===== config.mk =====
export PLATFORM = sky130hd
export DESIGN_NAME = cpu_io_port
export DESIGN_NICKNAME = d
export VERILOG_FILES = /design/src/rtl/cpu_io_port.sv
export SDC_FILE = /design/constraint.sdc
export NUM_CORES = 1
export LEC_CHECK = 0
export CORE_ASPECT_RATIO = 0.5
export CORE_MARGIN = 3
export CORE_UTILIZATION = 53
export DETAILED_ROUTE_END_ITERATION = 8
export PLACE_DENSITY = 0.81
export SYNTH_ARGS = -nofsm -noshare
export SYNTH_HDL_FRONTEND = slang
export SYNTH_SLANG_ARGS = --single-unit
export TNS_END_PERCENT = 100

===== constraint.sdc =====
create_clock -name clk -period 2.95 [get_ports clk]
set_input_delay 0.59 -clock clk [delete_from_list [all_inputs] [get_ports clk]]
set_output_delay 0.59 -clock clk [all_outputs]
set_load 0.005 [all_outputs]

===== src/rtl/cpu_io_port.sv =====
// CPU-side I/O port shell: NPORTS direction/data register pairs decoded from the core address,
// with capacitive retention of floating input bits after an output is released.
module cpu_io_port #(
    parameter int                WIDTH       = 8,
    parameter int                NPORTS      = 1,
    parameter int                ADDR_W      = 16,
    parameter logic [ADDR_W-1:0] BASE_ADDR   = 16'h0000,
    parameter logic [WIDTH-1:0]  FADE_MASK   = 8'hC0,
    parameter int                FADE_CYCLES = 350000
) (
    input  logic                     clk,
    input  logic                     reset_n,
    input  logic                     enable,
    input  logic                     aec,
    input  logic [ADDR_W-1:0]        cpu_addr,
    input  logic                     cpu_we,
    input  logic [WIDTH-1:0]         cpu_dout,
    input  logic [NPORTS*WIDTH-1:0]  port_in,
    output logic                     hit,
    output logic [WIDTH-1:0]         rdata,
    output logic [NPORTS*WIDTH-1:0]  port_out,
    output logic [NPORTS*WIDTH-1:0]  port_dir,
    output logic                     bus_rw,
    output logic [NPORTS-1:0]        fade_busy
);

    localparam int CNT_W = (FADE_CYCLES == 0) ? 1 : $clog2(FADE_CYCLES + 1);
    localparam int IDX_W = (NPORTS > 1) ? $clog2(NPORTS) : 1;
    localparam logic [ADDR_W-1:0] WIN_SIZE = ADDR_W'(2 * NPORTS);

    logic [WIDTH-1:0] r_dir  [NPORTS];
    logic [WIDTH-1:0] r_data [NPORTS];
    logic [WIDTH-1:0] r_ret  [NPORTS];
    logic [CNT_W-1:0] r_cnt  [NPORTS][WIDTH];

    logic [ADDR_W-1:0] w_offset;
    logic              w_sel_data;
    logic              w_wr;
    logic [WIDTH-1:0]  w_dir_nxt  [NPORTS];
    logic [WIDTH-1:0]  w_data_nxt [NPORTS];
    logic [WIDTH-1:0]  w_busy     [NPORTS];
    logic [WIDTH-1:0]  w_pin_eff  [NPORTS];
    logic [NPORTS-1:0] w_sel;
    logic [NPORTS-1:0] w_abort;

    assign w_offset   = cpu_addr - BASE_ADDR;
    assign hit        = (w_offset < WIN_SIZE);
    assign w_sel_data = w_offset[0];
    assign w_wr       = enable & cpu_we & hit;
    assign bus_rw     = ~aec | ~cpu_we | hit;

    always_comb begin
        for (int k = 0; k < NPORTS; k++) begin
            w_sel[k]      = hit && (w_offset[IDX_W:1] == IDX_W'(k));
            w_dir_nxt[k]  = r_dir[k];
            w_data_nxt[k] = r_data[k];
            if (w_wr && w_sel[k] && !w_sel_data) w_dir_nxt[k]  = cpu_dout;
            if (w_wr && w_sel[k] &&  w_sel_data) w_data_nxt[k] = cpu_dout;
            for (int b = 0; b < WIDTH; b++) begin
                w_busy[k][b]    = (r_cnt[k][b] != '0);
                w_pin_eff[k][b] = (FADE_MASK[b] && w_busy[k][b]) ? r_ret[k][b]
                                                                 : port_in[k*WIDTH + b];
            end
            // Re-driving any still-fading bit aborts the whole port's fade.
            w_abort[k]  = w_wr && w_sel[k] && !w_sel_data
                          && |(~r_dir[k] & w_dir_nxt[k] & w_busy[k] & FADE_MASK);
            fade_busy[k]                  = |w_busy[k];
            port_out[k*WIDTH +: WIDTH]    = r_data[k];
            port_dir[k*WIDTH +: WIDTH]    = r_dir[k];
        end
    end

    always_comb begin
        rdata = {WIDTH{1'b1}};
        for (int k = 0; k < NPORTS; k++) begin
            if (w_sel[k]) begin
                rdata = w_sel_data ? ((r_dir[k] & r_data[k]) | (~r_dir[k] & w_pin_eff[k]))
                                   : r_dir[k];
            end
        end
    end

    always_ff @(posedge clk or negedge reset_n) begin
        if (!reset_n) begin
            for (int k = 0; k < NPORTS; k++) begin
                r_dir[k]  <= '0;
                r_data[k] <= '0;
                r_ret[k]  <= '0;
                for (int b = 0; b < WIDTH; b++) r_cnt[k][b] <= '0;
            end
        end else if (enable) begin
            for (int k = 0; k < NPORTS; k++) begin
                r_dir[k]  <= w_dir_nxt[k];
                r_data[k] <= w_data_nxt[k];
                for (int b = 0; b < WIDTH; b++) begin
                    if (FADE_MASK[b]) begin
                        if (w_dir_nxt[k][b]) begin
                            r_ret[k][b] <= w_data_nxt[k][b];
                            r_cnt[k][b] <= '0;
                        end else if (r_dir[k][b]) begin
                            r_ret[k][b] <= r_data[k][b];
                            r_cnt[k][b] <= CNT_W'(FADE_CYCLES);
                        end else if (w_abort[k]) begin
                            r_ret[k][b] <= 1'b0;
                            r_cnt[k][b] <= '0;
                        end else if (w_busy[k][b]) begin
                            r_cnt[k][b] <= r_cnt[k][b] - 1'b1;
                            if (r_cnt[k][b] == CNT_W'(1)) r_ret[k][b] <= 1'b0;
                        end
                    end
                end
            end
        end
    end

endmodule


==> summary.md, run 1 <==
| Metric | Value |
|---|---|
| Outcome | finished clean |
| Max Fanout on Critical Path | 12 |
| Net switching power | 654 uW |
| Remaining global-route overflow | 0 |
| Depth of the CTS H-tree | 2 |
| Die Area | 7680 um2 |
| Wire length of the first global-routing pass | 17,400 um |
| Bufs and invs on worst path | 3 |
| TritonCTS clock tree | built |
| Post-route setup slack | 0.0549 ns |
| Initial core utilization | 0.562 |
| Core Box Area | 6230 um2 |
| Setup Crit Path Kind | in -> out |
| Clock Tree Buf Depth | 2 |
| Worst path arrival time | 2.31 ns |
| Number of enable-type register cells in the synthesized netlist | 0 |
| Post-place setup slack | -0.0643 ns |
| Antenna cell count | 0 |
| Number of sinks driven by the clock tree | 56 |
| Worst VDD drop | 0.238 mV |
| Critical Path End Type | output port |
| Total power density per cell area | 453 nW/um2 |
| I/O Pins | 64 |
| Count of routing violations after the opening detailed-route iteration | 437 |
| Critical Path Source Type | input port |
| Relative contribution of combinational cells to total power | 0.273 |
| Post-CTS Hold Fix Bufs | 0 |
| Clk_lat worst skew | 0.30 ns |
| Worst hold margin | 0.124 ns |
| Slowest cell on crit path | clkdlybuf4s50_1 |
| Proportion of layout cells with a drive suffix above 1 | 0.191 |
| Part of the Yosys area used for sequential elements | 0.400 |
| Family with the most delay on the worst path | buffers and inverters |
| Site row count | 20 |
| Post-synthesis net count | 451 |
| Routed wire per std cell | 17.4 um |
| Total number of yosys warnings | 114 |
| Root cell of the clock tree | clkbuf_16 |
| Reported leakage power | 2.05 nW |
| Part of the power in registers | 0.435 |
| TritonCTS buffer count | 5 |
| Post-synthesis cell area | 3500 um2 |
| Total half-perimeter wirelength after legalization and detailed placement | 7740 um |
| Vertical die dimension | 63.5 um |
| Syn avg cell area | 8.54 um2 |
| Global Route Usage Sum | 0.283 |
| Final period util | 0.981 |
| Number of global-route vias before repair | 3,451 |
| Net switching share of the total power | 0.306 |
| Placed instance area | 4530 um2 |
| Remaining antenna violation count after routing | 0 |
| Count of final max-slew check failures | 0 |
| Total via count after detailed routing | 3,730 |
| Largest net degree at the start of global routing | 30 |
| Count of state elements after synthesis | 56 |
| Power share of the clock group | 0.293 |
| Number of unique standard cell types used by synthesis | 67 |
| Internal Power | 1.48 mW |
| CP Data Required Time | 2.36 ns |
| Cell count after synthesis | 410 |
| Register clock-pin slew on the reported worst setup and hold paths | 0.07 ns |
| Largest incremental delay on the critical path | 0.50 ns |
| Vias per Instance | 6.17 |
| Wire length after detailed routing | 10,500 um |
| Fraction of registers with async set or reset after synthesis | 1.00 |
| Initial antenna violation count | 0 |
| Highest achievable clock rate | 0.345 GHz |
| Die Width | 121 um |
| DRC violations left | 0 |
| Path class of the lowest-slack min-delay path | in -> async |
| DRT Pass-1 Iters | 5 |
| Final net count | 557 |
| Post-synth top flop | dfrtp_1 |
| Fin area | 4720 um2 |
| Number of port buffers | 62 |
| Number of hold-slack violations in the final timing report | 0 |
| Series of cell instances along the critical path | clkdlybuf4s50_1 > nor4_2 > and4_4 > buf_12 > nand3b_1 > clkdlybuf4s50_1 |
| Count of endpoints failing setup in the final report | 0 |
| Time the worst path needs with I/O delays and setup | 2.90 ns |
| P&R area growth vs syn | 34.8% |
| Final weighted congestion in routability-driven placement | 0.921 |
| Setup Skew | 0.00670 ns |
| MaxCap Viol Count | 0 |
| Relative slew slack | 0.611 |
| Critical Path Most Common Cell | clkdlybuf4s50_1 |
| Transition time at the pin with the least slew margin | 0.583 ns |
kinds of logic after synthesis:
kind of cell | Yosys count | share of synthesized area
AO/OA/AOI/OAI | 129 | 0.234
adder cells (fa/ha/maj) | 4 | 0.0143
buffers and inverters | 36 | 0.0575
flip-flops | 56 | 0.400
multiplexers | 12 | 0.0375
other | 1 | 0.00107
AND/OR/NAND/NOR | 172 | 0.255
per-stage QoR:
step                      cells  TNS (ns)  utilization  power, mW
after floorplan             410         0            -       1.24
after global placement      595   -0.0792        0.727       1.47
after CTS                   603         0        0.754       2.12
after detailed placement    595    -0.124        0.727       1.50
after global routing        605  -0.00281        0.757       2.25
final                       605         0        0.757       2.14
final timing paths:
path / to / start / cells past startpoint / slack (ns)
worst max register to register: r_cnt[15] / r_cnt[34] / 9 / 0.18
worst min register to register: r_cnt[37] / r_cnt[37] / 1 / 0.49
min in group clk: r_cnt[37] / r_cnt[37] / 1 / 0.49
worst max-delay path: bus_rw / cpu_addr[14] / 6 / 0.05
worst min-delay path: r_cnt[28] / reset_n / 1 / 0.12
max in group asynchronous: port_out[7] / reset_n / 2 / 2.20
area by class of cell:
type,count,area (um2)
clock buffers,7,143
clock inverters,1,7.51
fillers,441,1510
inverters,16,60.1
multi-input cells,318,1940
flip-flops and latches,56,1400
well taps,88,110
repair buffers,119,1060
layer usage:
layer,vias up,wire length [um],share of wire,track usage
met5,-,0,0,0
met4,0,165,0.016,0.0706
li1,1724,-,-,-
met3,17,706,0.067,0.0556
met2,158,5040,0.48,0.459
met1,1831,4640,0.44,0.390
power groups by stage:
stage	registers, mW	clock network (mW)	logic (mW)
after floorplan	0.944	0	0.294
after global placement	0.938	0	0.533
after detailed placement	0.942	0	0.554
after CTS	0.928	0.628	0.560
after global routing	0.943	0.669	0.635
final	0.929	0.626	0.582
worst register-to-register path: cells and delay by family (launching register included):
family / cells / cell delay (ns)
and+or+nand+nor: 4 / 1.49
buffers and inverters: 2 / 0.31
DFF: 1 / 0.38
AOI/OAI and AO/OA: 3 / 0.51
cell usage in the layout, fill, tap and decap left out, drive strengths merged, types with 2 or more instances in the layout:
cell type,instances
nand4,4
nor4,13
buf,60
clkdlybuf4s50,59
o31ai,5
nor3b,9
dfrtp,56
nor2b,3
o31a,2
nand3b,4
a31oi,5
a2bb2oi,2
a21o,3
o311ai,2
nor2,26
o22ai,4
nor3,21
a21oi,31
mux2i,3
o21ai,49
o211ai,2
ha,4
nand2,57
and2,4
and3,5
o21a,4
nand3,13
a211oi,4
mux2,9
o41ai,2
nand2b,2
inv,15
clkbuf,7
o2bb2ai,5
or3,6
or4,2
what timing repair did:
action	CTS	global route
pin swaps	1	5
setup buffers	0	2
setup endpoints to repair	2	6
gates resized for setup	8	9
synth_stat cells, types with 3 or more instances:
master      n  area [um2]
nor3_1     20         100
clkbuf_1    7        26.3
o21ai_0    43         215
mux2_2      9         101
o31ai_1     5        37.5
a31oi_1     5        31.3
buf_6       4        45.0
and3_1      5        31.3
or3_1       5        31.3
a21oi_2     3        26.3
buf_2       3        15.0
o21a_1      4        30.0
o2bb2ai_1   5        43.8
nor2b_1     3        18.8
o22ai_1     3        18.8
inv_1      15        56.3
nand2_1    56         210
nor3b_1     9        67.6
buf_4       3        22.5
dfrtp_1    56        1400
a21oi_1    28         140
nand3_1    12        60.1
ha_1        4        50.1
nand4_1     4        25.0
nand3b_1    4        30.0
a211oi_1    4        30.0
o21ai_1     6        30.0
nor4_1     13        81.3
mux2i_1     3        30.0
nor2_1     25        93.8
Note: power is estimated with default switching activity, not from simulation.
==> run 2, diff against run 1 <==
Settings changed: CORE_UTILIZATION 53 to 35, PLACE_DENSITY 0.81 to unset.
==> run 2 against run 1 <==
Design area up 3.7%. Utilization down 25 points. Global-route usage down 9.6 points. Via count down 4.1%. Register-to-register slack better by 0.05 ns. Power up 5.7%. Flip-flop and latch count unchanged. Critical path depth unchanged. Sequential power down 0.4%. Combinational power up 6.4%. Setup slack worse by 0.028 ns. Clock skew up 0.00067 ns. Largest power group unchanged.
==> summary.md, run 2 (synthesized netlist as in run 1, its figures left out) <==
| Metric | Value |
|---|---|
| Outcome | finished clean (unchanged) |
| Die Area | 11,300 um2 (was 7680 um2) |
| Initial antenna violation count | 0 (unchanged) |
| Number of global-route vias before repair | 3,394 (was 3,451) |
| Most common library cell in the layout ignoring fill and taps | buf_4 (was clkdlybuf4s50_1) |
| Fin area | 4890 um2 (was 4720 um2) |
| Remaining antenna violation count after routing | 0 (unchanged) |
| Final weighted congestion in routability-driven placement | 0.877 (was 0.921) |
| Critical Path End Type | output port (unchanged) |
| Worst path arrival time | 2.33 ns (was 2.31 ns) |
| Reported leakage power | 2.12 nW (was 2.05 nW) |
| Depth of the CTS H-tree | 2 (unchanged) |
| Power after layout | 2.26 mW (was 2.14 mW) |
| Post-CTS Hold Fix Bufs | 0 (unchanged) |
| Initial core utilization | 0.365 (was 0.562) |
| Global Route Usage Sum | 0.187 (was 0.283) |
| Critical Path Most Common Cell | clkdlybuf4s50_1 (unchanged) |
| Series of cell instances along the critical path | clkdlybuf4s50_1 > nor4_2 > and4_4 > buf_6 > buf_4 > clkdlybuf4s50_1 (was clkdlybuf4s50_1 > nor4_2 > and4_4 > buf_12 > nand3b_1 > clkdlybuf4s50_1) |
| Total half-perimeter wirelength after legalization and detailed placement | 7810 um (was 7740 um) |
| Count of endpoints failing setup in the final report | 0 (unchanged) |
| Slowest cell on crit path | clkdlybuf4s50_1 (unchanged) |
| Path class of the lowest-slack min-delay path | in -> async (unchanged) |
| Unrepaired setup endpoints after global routing | yes |
| Time the worst path needs with I/O delays and setup | 2.92 ns (was 2.90 ns) |
| Transition time at the pin with the least slew margin | 0.719 ns (was 0.583 ns) |
| Total via count after detailed routing | 3,577 (was 3,730) |
| Vias per Instance | 5.39 (was 6.17) |
| Final net count | 569 (was 557) |
| Count of routing violations after the opening detailed-route iteration | 325 (was 437) |
| Die Width | 147 um (was 121 um) |
| Wire length of the first global-routing pass | 17,400 um (about the same) |
| MaxCap Viol Count | 0 (unchanged) |
| Clk_lat worst skew | 0.30 ns (about the same) |
| Max Fanout on Critical Path | 4 (was 12) |
| Routed wire per std cell | 15.7 um (was 17.4 um) |
| DRC violations left | 0 (unchanged) |
| Largest incremental delay on the critical path | 0.49 ns (was 0.50 ns) |
| Placed instance area | 4660 um2 (was 4530 um2) |
| Register clock-pin slew on the reported worst setup and hold paths | 0.07 ns (about the same) |
| Relative slew slack | 0.521 (was 0.611) |
| Remaining global-route overflow | 0 (unchanged) |
| Critical Path Source Type | input port (unchanged) |
| P&R area growth vs syn | 39.7% (was 34.8%) |
| Final period util | 0.991 (was 0.981) |
| Final core utilization | 0.509 (was 0.757) |
| Total power density per cell area | 462 nW/um2 (was 453 nW/um2) |
| Vertical die dimension | 76.7 um (was 63.5 um) |
| Clock Tree Buf Depth | 2 (unchanged) |
| Worst VDD drop | 0.233 mV (was 0.238 mV) |
| Wire length after detailed routing | 10,400 um (was 10,500 um) |
| Setup Crit Path Kind | in -> out (unchanged) |
| Count of final max-slew check failures | 0 (unchanged) |
| Number of port buffers | 62 (unchanged) |
| Largest net degree at the start of global routing | 57 (was 30) |
| Root cell of the clock tree | clkbuf_16 (unchanged) |
| Commonest cells after routing, fill and taps aside | buf_4, clkdlybuf4s50_1, nand2_1, dfrtp_1, o21ai_0 (was clkdlybuf4s50_1, nand2_1, dfrtp_1) |
| Proportion of layout cells with a drive suffix above 1 | 0.214 (was 0.191) |
| TritonCTS clock tree | built (unchanged) |
| Number of sinks driven by the clock tree | 56 (unchanged) |
| Site row count | 25 (was 20) |
| Core Box Area | 9600 um2 (was 6230 um2) |
| I/O Pins | 64 (unchanged) |
| Highest achievable clock rate | 0.342 GHz (was 0.345 GHz) |
| Setup Skew | 0.00736 ns (was 0.00670 ns) |
| Antenna cell count | 0 (unchanged) |
| Fill cell count | 941 (was 441) |
| CP Data Required Time | 2.36 ns (about the same) |
| DRT Pass-1 Iters | 4 (was 5) |
| TritonCTS buffer count | 5 (unchanged) |
| Number of hold-slack violations in the final timing report | 0 (unchanged) |
## run 2: routing by layer
layer	routed length (um)	global-route usage	up-vias
met2	4810	0.293	55
met4	107	0.0400	0
met3	296	0.0289	9
met1	5200	0.275	1766
met5	0	0	-
li1	-	-	1747
## run 2: report_power, final
group          switching, mW  total (mW)  internal, mW  leakage [nW]
logic                  0.304       0.619         0.315          1.29
clock network          0.289       0.715         0.426        0.0871
registers             0.0673       0.925         0.858         0.741
total                  0.660        2.26          1.60          2.12
## run 2: repair_timing
action	in CTS	in global routing
gates resized for setup	12	7
buffers inserted	1	0
endpoints found under the setup margin	3	4
pin swaps	7	3
endpoints found under the hold margin	0	0
## run 2: worst paths after layout
kind	to	depth (start not counted)	slack (ns)	start
max	hit	6	0.03	cpu_addr[1]
min in group clk	r_ret[6]	1	0.51	r_ret[6]
max reg2reg	r_cnt[15]	9	0.23	r_cnt[31]
max in group asynchronous	r_cnt[17]	2	2.04	reset_n
min	r_cnt[36]	2	0.41	reset_n
min reg2reg	r_ret[6]	1	0.51	r_ret[6]
## run 2: final cells by class
cell class                 count  area (um2)  share of cell area
multi-input combinational    318        1950               0.399
clock buffer                   6         139              0.0284
timing repair buffer         131        1130               0.231
clock inverter                 2        38.8             0.00793
tap                          135         169              0.0345
inverter                      16        60.1              0.0123
sequential                    56        1400               0.286
## run 2: metrics by stage
step	setup slack, ns	TNS, ns	hold slack, ns	cells
after floorplan	0.0638	0	0.294	410
after global placement	-0.143	-0.816	0.486	655
after detailed placement	-0.184	-0.848	0.496	655
after CTS	0.0128	0	0.454	664
after global routing	-0.0652	-0.256	0.515	664
final	0.0266	0	0.409	664
## run 2: critical path: cells and delay by family
family | cells | cell delay (ns)
and+or+nand+nor | 2 | 0.59
buffers and inverters | 4 | 1.15
